### src/rtl/proximity_beeper.sv
// Proximity beeper: maps a measured distance to silent, intermittent or continuous buzzer drive.
// Optional mute feature enabled by defining BEEPER_MUTE_EN.
module proximity_beeper #(
    parameter int DIST_W     = 8,
    parameter int NUM_ZONES  = 4,
    parameter int CONT_DIST  = 1,
    parameter int TICK_DIV   = 50000,
    parameter int BASE_TICKS = 50,
    parameter int MUTE_TICKS = 3000,
    localparam int ZONE_W    = $clog2(NUM_ZONES + 2)
) (
    input  logic              clk,
    input  logic              rst,
    input  logic [DIST_W-1:0] distance,
    input  logic              mute_req,
    output logic              alarm,
    output logic [ZONE_W-1:0] zone,
    output logic              mute_active
);

    localparam int HP_MAX = BASE_TICKS << (NUM_ZONES - 1);
    localparam int PH_W   = ($clog2(HP_MAX) < 1) ? 1 : $clog2(HP_MAX);
    localparam int PRE_W  = ($clog2(TICK_DIV) < 1) ? 1 : $clog2(TICK_DIV);
    localparam logic [ZONE_W-1:0] Z_CONT   = ZONE_W'(NUM_ZONES);
    localparam logic [ZONE_W-1:0] Z_SILENT = ZONE_W'(NUM_ZONES + 1);
    localparam logic [PRE_W-1:0]  PRE_LAST = PRE_W'(TICK_DIV - 1);

    typedef enum logic [1:0] {
        S_SILENT = 2'd0,
        S_ON     = 2'd1,
        S_OFF    = 2'd2,
        S_CONT   = 2'd3
    } state_t;

    logic [DIST_W-1:0] dist_q;
    logic              dist_vld;
    logic [PRE_W-1:0]  presc;
    logic              tick;
    logic [ZONE_W-1:0] zone_q;
    logic [ZONE_W-1:0] zone_dec;
    logic              zone_change;
    logic [PH_W-1:0]   phase_cnt;
    logic [PH_W-1:0]   phase_next;
    logic [PH_W-1:0]   hp_last;
    logic [31:0]       dist_ext;
    logic [31:0]       dist_off;
    logic              mute_next;
    logic              alarm_next;
    state_t            state;
    state_t            state_next;

    // dist_vld keeps the reset value of dist_q from being decoded as a zone change.
    always_ff @(posedge clk) begin
        if (rst) begin
            dist_q   <= '0;
            dist_vld <= 1'b0;
        end else begin
            dist_q   <= distance;
            dist_vld <= 1'b1;
        end
    end

    always_ff @(posedge clk) begin
        if (rst || presc == PRE_LAST) begin
            presc <= '0;
        end else begin
            presc <= presc + 1'b1;
        end
    end

    assign tick = (presc == PRE_LAST);

    always_comb begin
        dist_ext = 32'(dist_q);
        dist_off = dist_ext - 32'(CONT_DIST) - 32'd1;
        zone_dec = Z_SILENT;
        if (dist_ext <= 32'(CONT_DIST)) begin
            zone_dec = Z_CONT;
        end else if (dist_off < 32'(NUM_ZONES)) begin
            zone_dec = ZONE_W'(dist_off);
        end
    end

    assign zone_change = dist_vld && (zone_dec != zone_q);
    assign hp_last     = PH_W'((BASE_TICKS << zone_q) - 1);

    always_ff @(posedge clk) begin
        if (rst) begin
            state     <= S_SILENT;
            phase_cnt <= '0;
            zone_q    <= Z_SILENT;
            alarm     <= 1'b0;
        end else begin
            state     <= state_next;
            phase_cnt <= phase_next;
            zone_q    <= zone_change ? zone_dec : zone_q;
            alarm     <= alarm_next;
        end
    end

    // A zone change wins over a phase expiry landing on the same cycle.
    always_comb begin
        state_next = state;
        phase_next = phase_cnt;
        if (zone_change) begin
            phase_next = '0;
            if (zone_dec == Z_CONT) begin
                state_next = S_CONT;
            end else if (zone_dec == Z_SILENT) begin
                state_next = S_SILENT;
            end else begin
                state_next = S_ON;
            end
        end else if ((state == S_ON || state == S_OFF) && tick) begin
            if (phase_cnt == hp_last) begin
                phase_next = '0;
                state_next = (state == S_ON) ? S_OFF : S_ON;
            end else begin
                phase_next = phase_cnt + 1'b1;
            end
        end
    end

    always_comb begin
        alarm_next = (state_next == S_ON || state_next == S_CONT) && !mute_next;
    end

    assign zone = zone_q;

`ifdef BEEPER_MUTE_EN
    localparam int MC_W = ($clog2(MUTE_TICKS + 1) < 1) ? 1 : $clog2(MUTE_TICKS + 1);

    logic [MC_W-1:0] mute_cnt;
    logic [MC_W-1:0] mute_cnt_next;

    // Approaching the obstacle (lower code or continuous) cancels a mute early.
    always_comb begin
        mute_next     = mute_active;
        mute_cnt_next = mute_cnt;
        if (zone_change && (zone_dec < zone_q || zone_dec == Z_CONT)) begin
            mute_next     = 1'b0;
            mute_cnt_next = '0;
        end else if (mute_req && (state == S_ON || state == S_OFF)) begin
            mute_next     = 1'b1;
            mute_cnt_next = MC_W'(MUTE_TICKS);
        end else if (mute_active && tick) begin
            if (mute_cnt <= MC_W'(1)) begin
                mute_next     = 1'b0;
                mute_cnt_next = '0;
            end else begin
                mute_cnt_next = mute_cnt - 1'b1;
            end
        end
    end

    always_ff @(posedge clk) begin
        if (rst) begin
            mute_active <= 1'b0;
            mute_cnt    <= '0;
        end else begin
            mute_active <= mute_next;
            mute_cnt    <= mute_cnt_next;
        end
    end
`else
    logic unused_mute;

    assign unused_mute = mute_req | (MUTE_TICKS == 0);
    assign mute_next   = 1'b0;
    assign mute_active = 1'b0;
`endif

endmodule
### config.mk
export PLATFORM = sky130hd
export DESIGN_NAME = proximity_beeper
export DESIGN_NICKNAME = d
export VERILOG_FILES = /design/src/rtl/proximity_beeper.sv
export SDC_FILE = /design/constraint.sdc
export NUM_CORES = 1
export LEC_CHECK = 0
export ABC_AREA = 1
export CORE_MARGIN = 5
export CORE_UTILIZATION = 54
export DETAILED_ROUTE_END_ITERATION = 12
export PLACE_DENSITY = 0.78
export SKIP_LAST_GASP = 1
export SLEW_MARGIN = 30
export SYNTH_ARGS = -nofsm -noshare
export SYNTH_HDL_FRONTEND = slang
export SYNTH_SLANG_ARGS = --single-unit
### constraint.sdc
create_clock -name clk -period 2.3 [get_ports clk]
set_input_delay 0.23 -clock clk [delete_from_list [all_inputs] [get_ports clk]]
set_output_delay 0.23 -clock clk [all_outputs]
set_load 0.01 [all_outputs]
==> results.md <==
- 1st-pass router iterations: 4
- Total GRT Usage: 0.171
- Setup CP Type: register to register
- Crit path from: dist_q[1]
- DR DRC count: 0
- Largest net degree at the start of global routing: 14
- Detailed placer's ending HPWL: about 4 mm
- Critical Path Fanout Max: 5
- Total wire length: 5.48 mm
- Synth warnings: 0
- Syn_area_per_cell: 6.81 sq um
- Post-synth EDFFs: 0
- DIE AREA: 0.00631 sq mm
- Placer congestion estimate: 0.804
- Main area contributors after synthesis: dfxtp_1, nand2_1, inv_1, nor2_1, ha_1
- CTS H-tree depth: 2
- DR vias: ~2400
- Crit. End Element: register
- Minimum clock period: 2190 ps
- Share of post-route cells with drive strength above 1: 0.236
- CP delay by family, top: simple AND/OR/NAND/NOR gates
- DIE WIDTH: 79.4 um
- Layout Area Growth over Synthesis: 22.0%
- Startpoint Class: register
- Nets@finish: 439
- Final hold vios: 0
- Count leader, synth: nand2_1
- Max rail drop VDD: 0.371 mV
- Port Buffers: 13
- Count of cell types in the netlist: 34
- Worst path required time: 2490 ps
- Antenna violations before repair: 0
- Setup Skew: 8.81 ps
- Tot Pwr: 1620 uW
- Root Driver: clkbuf_8
- Post-synth top area share: 0.300
- Buf/Inv on CP: 3
- First-pass GRT wire length: 8.77 mm
- Clock Sinks: 39
- Final setup vio count: 0
- Worst skew pair latency: between 200 and 300 ps
- CTS tree: done
- CP max stage delay: 310 ps
- Max Root-Sink Buffers: 2
- Max-slew violations: 0
- DRT iter0 DRCs: 105
- Cell count along the critical path: 17
- Sequential share of the synthesized area: 0.300
- Asr flop ratio synth: 0
- Core Area: 0.00469 sq mm
- Cts hold-fix bufs: 0
- Avg WL per Cell: 11.6 um
- Vias in the first global route: 2161
- Rows: 25
- I/O Pins: 16
- Status: finished clean
- Commonest cells post-synth: nand2_1, inv_1, nor2_1, dfxtp_1, nand3_1
- RSZ-0062 raised after global routing: yes
- Reg2reg start: dist_q[1]
- Yosys top cell by area: dfxtp_1
- CTS Buf Count: 5
- Crit-path cells: inv_2, ha_1, nand2_2, nand2_4, nand2_1, nand2_2, nand2_2, o21ai_4, buf_4, nand4_1, nand3_1, nand2_1, nand3_2, buf_4, nand3b_1, nand2_1, nor2_1
- Max-Cap Viols: 0
- Leak: approximately 0.0014 uW
- Mapped cell area: between 0.002 and 0.003 sq mm
- Reg2Reg Depth: 17
- Power Density: roughly 510 mW/mm^2
- Post-Syn Nets: 406
- Final period util: 0.951
- Via density: 5.13
- Fmax: 0.457 GHz
- Worst-path clk slew: 80 ps
- Hold WS: 435 ps
- Synthesis-stage register bit count: 39
- Min-Delay Path Class: input port to register
- Slowest CP cell: dfxtp_1
- Antenna diode count: 0
- Post-DRT Antenna Nets: 0
- Initial Util: 0.555
- WP data arrival: 2380 ps
- Die Height: ~80 um
- Total gr overflow: 0
- Primary FF master, synth: dfxtp_1
- Worst R2R Setup Slack: approximately 110 ps
- Synthesized instance count: 382
## cell families (layout without fill, tap and decap cells)
group / after synthesis / after routing / share of synthesized area
simple gates: 207 / 207 / 0.382
buf+inv: 66 / 100 / 0.101
flops: 39 / 39 / 0.300
compound gates: 36 / 36 / 0.0832
xor+xnor: 20 / 20 / 0.0702
fa+ha+maj: 13 / 13 / 0.0625
other cells: 1 / 1 / 0.00144
## placed cells by master (no fill, tap or decap), types with 2 or more instances in the layout
| master | n |
|---|---|
| a21oi_1 | 14 |
| a21oi_2 | 2 |
| buf_4 | 18 |
| clkbuf_8 | 5 |
| clkdlybuf4s50_1 | 13 |
| dfxtp_1 | 34 |
| dfxtp_2 | 3 |
| dfxtp_4 | 2 |
| ha_1 | 8 |
| ha_4 | 4 |
| inv_1 | 54 |
| inv_2 | 5 |
| inv_4 | 2 |
| nand2_1 | 69 |
| nand2_2 | 10 |
| nand2_4 | 3 |
| nand3_1 | 22 |
| nand3_2 | 4 |
| nand3_4 | 2 |
| nand4_1 | 13 |
| nor2_1 | 44 |
| nor2_2 | 16 |
| nor2_4 | 7 |
| nor3_1 | 7 |
| nor3_2 | 2 |
| nor3b_1 | 2 |
| nor4_1 | 2 |
| o21a_1 | 6 |
| o21ai_0 | 7 |
| o21ai_1 | 3 |
| o21ai_2 | 2 |
| xnor2_1 | 3 |
| xor2_1 | 14 |
| xor2_2 | 2 |
## state kept, by name (all words and copies together), names as in the netlist, named ones only
signal and cells:
presc 16, phase_cnt 9, dist_q 8, zone 3
dist_vld 1, state 1
## how the worst min path moves through the flow
| stage | start | end | slack, ps | cells after the start |
|---|---|---|---|---|
| detailed placement | presc[0] | presc[0] | 460 | 1 |
| global route | distance[1] | dist_q[1] | 460 | 3 |
| global placement | presc[0] | presc[0] | 450 | 1 |
| CTS | distance[4] | dist_q[4] | 440 | 3 |
| floorplan | distance[0] | dist_q[0] | 340 | 2 |
| finish | distance[2] | dist_q[2] | 440 | 3 |
## where the power goes
group / switching [uW] / internal (uW) / leakage (uW) / total, uW
combinational: 253 / 189 / 0.00101 / 441
clock: 247 / 212 / 0.0000412 / 459
sequential: 21.9 / 696 / 0.000319 / 718
## routing by layer
layer,up-vias,GRT usage,share of wire
met5,-,0,0
met4,0,0.0567,0.013
met3,6,0.0316,0.035
met2,41,0.295,0.50
met1,1091,0.212,0.46
li1,1272,-,-
## final cells by class
class	count	area, sq um
clock inverter	2	12.5
clock buffer	6	72.6
multi-input combinational	277	1730
inverter	61	234
tap	54	67.6
sequential	39	792
timing repair buffer	31	265
fill	383	1520
## what timing repair did
action / in CTS / in global routing
setup endpoints to repair: 2 / 13
setup buffers: 0 / 10
resized for setup: 2 / 51
gates cloned: 0 / 0
pin swaps: 0 / 17
## per-stage QoR
stage	cells	area, sq um	setup TNS, ps	setup WS [ps]	utilization
6_report	470	3180	0	113	0.677
5_1_grt	470	3180	-96.1	-25.2	0.677
4_1_cts	460	2920	0	5.43	0.623
3_5_place_dp	452	2830	-24.4	-24.4	0.602
3_3_place_gp	452	2830	0	50.9	0.602
2_1_floorplan	382	2600	0	15.8	-
## tightest hold or removal path, delay by kind of cell
family                 cells  cell delay (ps)
and+or+nand+nor            1               30
buffers and inverters      2              440
No activity file was read; power rests on OpenSTA's default activity.
